$ cat src/rtl/led_mode_controller.sv
// Purpose: steps the 4 user LEDs through OFF/COUNT/SHIFT/BLINK display modes, advanced by debounced button pulses.
// Latency: a button pulse changes mode/led after 1 edge; animation steps every TICK_DIV edges of non-held time.
// Backpressure: none; hold freezes the prescaler and animation while button pulses are still honoured.
module led_mode_controller #(
    parameter int TICK_DIV = 31_250_000
) (
    input  logic       sysclk,
    input  logic       reset,
    input  logic       btn_pulse,
    input  logic       hold,
    output logic [3:0] led,
    output logic [1:0] mode,
    output logic       tick
);

    localparam int             DW      = (TICK_DIV > 1) ? $clog2(TICK_DIV) : 1;
    localparam logic [DW-1:0]  DIV_MAX = DW'(TICK_DIV - 1);

    typedef enum logic [1:0] {
        MODE_OFF   = 2'd0,
        MODE_COUNT = 2'd1,
        MODE_SHIFT = 2'd2,
        MODE_BLINK = 2'd3
    } mode_t;

    mode_t          r_mode;
    mode_t          w_mode_nxt;
    logic [3:0]     r_led;
    logic [3:0]     w_led_nxt;
    logic [DW-1:0]  r_div_cnt;
    logic [DW-1:0]  w_div_nxt;
    logic           r_tick;
    logic           w_tick_nxt;
    logic           w_terminal;

    // A terminal edge only counts when neither hold nor a button press claims the cycle.
    assign w_terminal = (r_div_cnt == DIV_MAX) && !hold && !btn_pulse;

    // State register: mode, LED pattern, prescaler and tick strobe, all reset together.
    always_ff @(posedge sysclk) begin
        if (reset) begin
            r_mode    <= MODE_OFF;
            r_led     <= 4'b0000;
            r_div_cnt <= '0;
            r_tick    <= 1'b0;
        end else begin
            r_mode    <= w_mode_nxt;
            r_led     <= w_led_nxt;
            r_div_cnt <= w_div_nxt;
            r_tick    <= w_tick_nxt;
        end
    end

    // Next state: a button press wins over everything, then hold, then normal prescaler stepping.
    always_comb begin
        w_mode_nxt = r_mode;
        w_led_nxt  = r_led;
        w_div_nxt  = r_div_cnt;
        w_tick_nxt = 1'b0;

        if (btn_pulse) begin
            // Mode advance restarts the step period and loads the new mode's entry pattern.
            w_div_nxt = '0;
            case (r_mode)
                MODE_OFF: begin
                    w_mode_nxt = MODE_COUNT;
                    w_led_nxt  = 4'b0000;
                end
                MODE_COUNT: begin
                    w_mode_nxt = MODE_SHIFT;
                    w_led_nxt  = 4'b0001;
                end
                MODE_SHIFT: begin
                    w_mode_nxt = MODE_BLINK;
                    w_led_nxt  = 4'b1111;
                end
                default: begin
                    w_mode_nxt = MODE_OFF;
                    w_led_nxt  = 4'b0000;
                end
            endcase
        end else if (!hold) begin
            if (w_terminal) begin
                w_div_nxt  = '0;
                w_tick_nxt = 1'b1;
                case (r_mode)
                    MODE_OFF:   w_led_nxt = 4'b0000;
                    MODE_COUNT: w_led_nxt = r_led + 4'd1;
                    MODE_SHIFT: w_led_nxt = {r_led[2:0], r_led[3]};
                    default:    w_led_nxt = ~r_led;
                endcase
            end else begin
                w_div_nxt = r_div_cnt + DW'(1);
            end
        end
    end

    assign led  = r_led;
    assign mode = r_mode;
    assign tick = r_tick;

endmodule
$ cat config.mk
export PLATFORM = sky130hd
export DESIGN_NAME = led_mode_controller
export DESIGN_NICKNAME = d
export VERILOG_FILES = /design/src/rtl/led_mode_controller.sv
export SDC_FILE = /design/constraint.sdc
export NUM_CORES = 1
export LEC_CHECK = 0
export CAP_MARGIN = 30
export CORE_ASPECT_RATIO = 1.1
export CORE_MARGIN = 2
export CORE_UTILIZATION = 63
export CTS_CLUSTER_DIAMETER = 60
export DETAILED_ROUTE_END_ITERATION = 8
export PLACE_DENSITY = 0.87
export SLEW_MARGIN = 30
export SYNTH_ARGS = -nofsm -noshare
export SYNTH_HDL_FRONTEND = slang
export SYNTH_SLANG_ARGS = --single-unit
$ cat constraint.sdc
create_clock -name sysclk -period 2.84 [get_ports sysclk]
set_input_delay 0.426 -clock sysclk [delete_from_list [all_inputs] [get_ports sysclk]]
set_output_delay 0.426 -clock sysclk [all_outputs]
set_load 0.05 [all_outputs]
[Word level (Yosys, flattened, before mapping)]
Index checks and enable logic that the tools add are counted.
Word-level totals
  input port bits: 4
  output and inout port bits: 7
  register bits after elaboration: 32
Operators by class
  reduce and logical (&&, ||, !) cells: 9
  eq/ne operators: 4
  bitwise gates (word level): 1
  multiplexer cells: 8
  add/subtract/negate cells: 2
Operators with widths (number)
  adder 25 x 1 -> 25 bit (second input constant): 1
  == test 25 bit (second input constant): 1
  2-to-1 mux 25 bit: 1
  2-to-1 mux 4 bit: 3
  one-hot mux 4 bit (3 select lines): 1
  one-hot mux 4 bit (2 select lines): 1
  one-hot mux 2 bit (3 select lines): 1
  adder 4 x 1 -> 4 bit (second input constant): 1
  inverter 4 bit: 1
  OR reduction 3 bit: 1
  == test 2 x 1 -> 1 bit (second input constant): 1
  == test 2 bit (second input constant): 1
  logical AND 1 bit: 2
  logical NOT 1 bit: 2
  logical NOT 2 bit: 1
  != test 2 bit (second input constant): 1
  AND reduction 2 bit: 1
  nonzero test 2 bit: 1
  OR reduction 2 bit: 1
  2-to-1 mux 1 bit: 1

[Logic depth before layout (Yosys ltp)]
  depth after elaboration: 6
  mapped depth: 7

[Least setup slack after synthesis]
Ideal clock, no wire load.
  path kind: register to register
  start point: reg r_mode[0], in the netlist mode[0]
  end point: reg r_led[2], in the netlist led[2]
  slack: 930 ps
  data arrival time: 1794 ps
  period minus slack after synthesis: 1910 ps
  buffers on the path: 0
  stages on the path, launching flop included: 7
  library setup time: 116 ps
  cells stage by stage: dfxtp_1 > inv_1 > ha_1 > nor2b_1 > a221oi_1 > o21ai_0 > o211a_1
On the way
  longest elaborated chain between the ends: 5
RTL lines
  start: declaration: RTL line 26  | mode_t r_mode;
  start signal: assignment: RTL line 47  | r_mode <= w_mode_nxt;
  == test 2 bit (tied with other cells): RTL line 64, 86
  one-hot mux 4 bit (3 select lines): RTL line 86  | case (r_mode)
  2-to-1 mux 4 bit: RTL line 83  | if (w_terminal) begin
  2-to-1 mux 4 bit: RTL line 82  | end else if (!hold) begin
  2-to-1 mux 4 bit (*): RTL line 61  | if (btn_pulse) begin
  end signal: assignment: RTL line 48  | r_led <= w_led_nxt;
  end: declaration: RTL line 28  | logic [3:0] r_led;
Mark *: on every way between the ends. The rest lies on a longest branch, timed or not. The select of a mux whose other input is x is not followed.
A chain may end at the register's enable or synchronous reset.

[Final worst setup path]
  start point: reg r_led[0], in the netlist led[0]
  end point: out led[0]
RTL lines
  end: declaration: RTL line 11  | output logic [3:0] led,
No word-level cell between the ends.

==> run metrics <==
WL final 3802 um; Setup Buffers After CTS 0; Setup TNS Final 0 ns; Cell Int Power about 0.63 mW; M2 GR Usage 42.69%; die area approximately 0.0034 mm^2; Max Slew Vio Count 0; Iteration-0 DRC Markers 112; Clk Latency, worst-skew pair 0.35 ns; Synth cell types about 50; Worst slew margin between 60 and 70%; vias per cell approximately 6.4; Required @ worst endpoint 2.41 ns; I/O pin count 11; Congestion Overflow GR 0; Top delay family on crit path buffers and inverters; sequence of cells on the critical path clkdlybuf4s50_1; Yosys top cell area share approximately a third; Synth warnings 0; Area contributors post-synth dfxtp_1 (35%), ha_1 (4.8%), a21oi_1 (4.3%); Hold/Removal Path Class flip-flop to flip-flop; FF+latch count, synth 32; sum of buffers and inverters on the critical path 1; ys async rst share 0%; Clock Skews 0.003757 ns; status finished clean; DRC 0; die height a little over 60 um; R2R Setup Slk 0.87 ns; Hold-fix buffers, CTS 0; nets between 200 and 250; CTS root buf clkbuf_4; Layout Area Growth over Synthesis 6.721%; antenna viol nets, final 0; Post-Syn Nets 217; post_cts resized 0; RSZ-0062 raised after global routing false; Seq/Total Area, Yosys between 30% and 40%; maximum number of pins on one net before global-route repair 17; vias in the first global route between 1000 and 1500; Port Buffers 10; Vias ~1600; H-tree levels 2; Yosys top cell by area dfxtp_1; Sequential Power Share ~54%; share of layout cells above drive strength 1 9.346%; Max Freq 0.4793 GHz; CTS buffer count 5; CP max stage delay ~0.85 ns; dominant synthesized flop cell dfxtp_1; CP Launch Type flip-flop; DRT Pass-1 Iters 4; Logic pwr share about 11%; final setup fails 0; row cnt 20; clock share of power about a third; fin crit share between 70% and 80%; max cap viols 0; Max Buffers Root-to-Sink 2; Clock transition at path regs approximately 0.09 ns; most used routing layer met2; Worst setup EP type output pin; Mapped Cells 206; Clock Sinks 32; Max FO, Critical Path 7; detailed placement HPWL around 2800 um; P per Cell Area roughly 440 mW/mm^2; Post-synth EDFFs 0; Least-Margin Pin Slew between 0.4 and 0.5 ns; kind of critical path flip-flop to output pin; GR Layer Usage met1 ~28%; Final GP Congestion roughly 0.87; Mapped Area about 0.0018 mm^2; first-pass GRT wire length about 6300 um; synthesized area per cell between 8 and 9 um^2; GRT Util Overall 24.16%; Leakage around 0.7 nW; final core occ between 70% and 80%; wire per inst around 15 um; initial core utilization about two thirds; Die Wd about 56 um; initial antenna violation count 0; Worst VDD drop between 0.0004 and 0.0005 V; CTS tree built; Final Hold Fails 0; core box area 0.002778 mm^2; sw frac 26.37%; min Tclk post-route 2.087 ns; GR Util met3 7.249%; cell at the slowest stage of the critical path clkdlybuf4s50_1; Antenna diodes 0; Critical Path AT between 1.5 and 2 ns; Sw Pwr 0.2265 mW
==> routing by layer <==
metal	vias up	share of wire (%)
met5	-	0
met4	0	1.5
met3	5	4.4
met2	42	51
met1	753	43
li1	780	-
==> state kept, by name, summed over array words and instances (netlist names) <==
register and count:
r_div_cnt 25, mode 2, led 4, tick 1
==> cell usage in the layout (no fill, tap or decap), types with 2 or more instances in the layout <==
cell type | synthesis | routed
nor2_1 | 21 | 21
clkbuf_8 | 0 | 2
and4_1 | 2 | 2
mux2i_1 | 2 | 2
nand3_1 | 9 | 9
nor2b_1 | 5 | 5
nor3b_1 | 2 | 2
clkdlybuf4s50_1 | 0 | 10
nand4_4 | 2 | 2
o21ai_0 | 8 | 8
or4_1 | 8 | 8
dfxtp_1 | 32 | 32
buf_4 | 3 | 2
and4b_1 | 2 | 2
xor2_1 | 9 | 9
or3_1 | 3 | 3
o31ai_1 | 9 | 9
xnor2_1 | 2 | 2
ha_1 | 7 | 7
nand4_1 | 6 | 6
or4b_1 | 2 | 2
and2_1 | 3 | 3
nand2_2 | 2 | 2
and3_1 | 5 | 5
a21oi_1 | 16 | 16
inv_1 | 7 | 7
a221oi_1 | 2 | 2
clkbuf_4 | 0 | 5
nand2_1 | 8 | 8
==> final timing paths <==
| path | endpoint | depth (start not counted) | startpoint |
|---|---|---|---|
| hold / removal | r_div_cnt[23] | 2 | r_div_cnt[23] |
| setup reg to reg | led[1] | 4 | r_div_cnt[6] |
| hold reg to reg | r_div_cnt[23] | 2 | r_div_cnt[23] |
| setup / recovery | led[0] | 1 | led[0] |
==> cells in the mapped netlist, types with 2 or more instances <==
library cell and n:
a21oi_1 16, a221oi_1 2, and2_1 3, and3_1 5
and4_1 2, and4b_1 2, buf_4 3, buf_6 6
clkbuf_1 2, dfxtp_1 32, ha_1 7, inv_1 7
mux2i_1 2, nand2_1 8, nand2_2 2, nand3_1 9
nand4_1 6, nand4_4 2, nor2_1 21, nor2b_1 5
nor3b_1 2, o21ai_0 8, o31ai_1 9, or3_1 3
or4_1 8, or4b_1 2, xnor2_1 2, xor2_1 9
==> per-stage QoR <==
stage               instances  worst slack [ns]  total power, mW  hold WS [ns]  instance area [um^2]
global placement          240            0.5670           0.5682        0.4581                  1902
global route              247            0.6908           0.8923        0.5183                  1967
floorplan                 206            0.9302           0.5424        0.4420                  1843
CTS                       247            0.7609           0.8619        0.4883                  1967
finish                    247            0.7535           0.8590        0.4900                  1967
detailed placement        240            0.4757           0.5737        0.4681                  1902
==> power groups by stage <==
| stage | clock (mW) | sequential [mW] | combinational (mW) |
|---|---|---|---|
| after floorplan | 0 | 0.497 | 0.0452 |
| after CTS | 0.298 | 0.467 | 0.0967 |
| after detailed placement | 0 | 0.478 | 0.0962 |
| after global placement | 0 | 0.476 | 0.0924 |
| after global routing | 0.319 | 0.469 | 0.105 |
| final | 0.295 | 0.467 | 0.0971 |
==> cell families (layout without fill, tap and decap cells) <==
kind of cell / count (synthesis) / count (layout) / synth area share (%)
xor gates and xnor gates: 11 / 11 / 5.228
and+or+nand+nor: 91 / 91 / 31.57
muxes: 2 / 2 / 1.086
DFF: 32 / 32 / 34.76
AOI/OAI and AO/OA: 45 / 45 / 15.89
adders and majority gates: 7 / 7 / 4.752
buffers and inverters: 18 / 26 / 6.721
==> area by class of cell <==
cell class	count	area, um^2
Clock buffer	7	65.06
Tap cell	33	41.29
Timing Repair Buffer	12	115.1
Sequential cell	32	640.6
Multi-Input combinational cell	156	1079
Inverter	7	26.28
Fill cell	203	810.8
(Power assumes the default switching activity.)
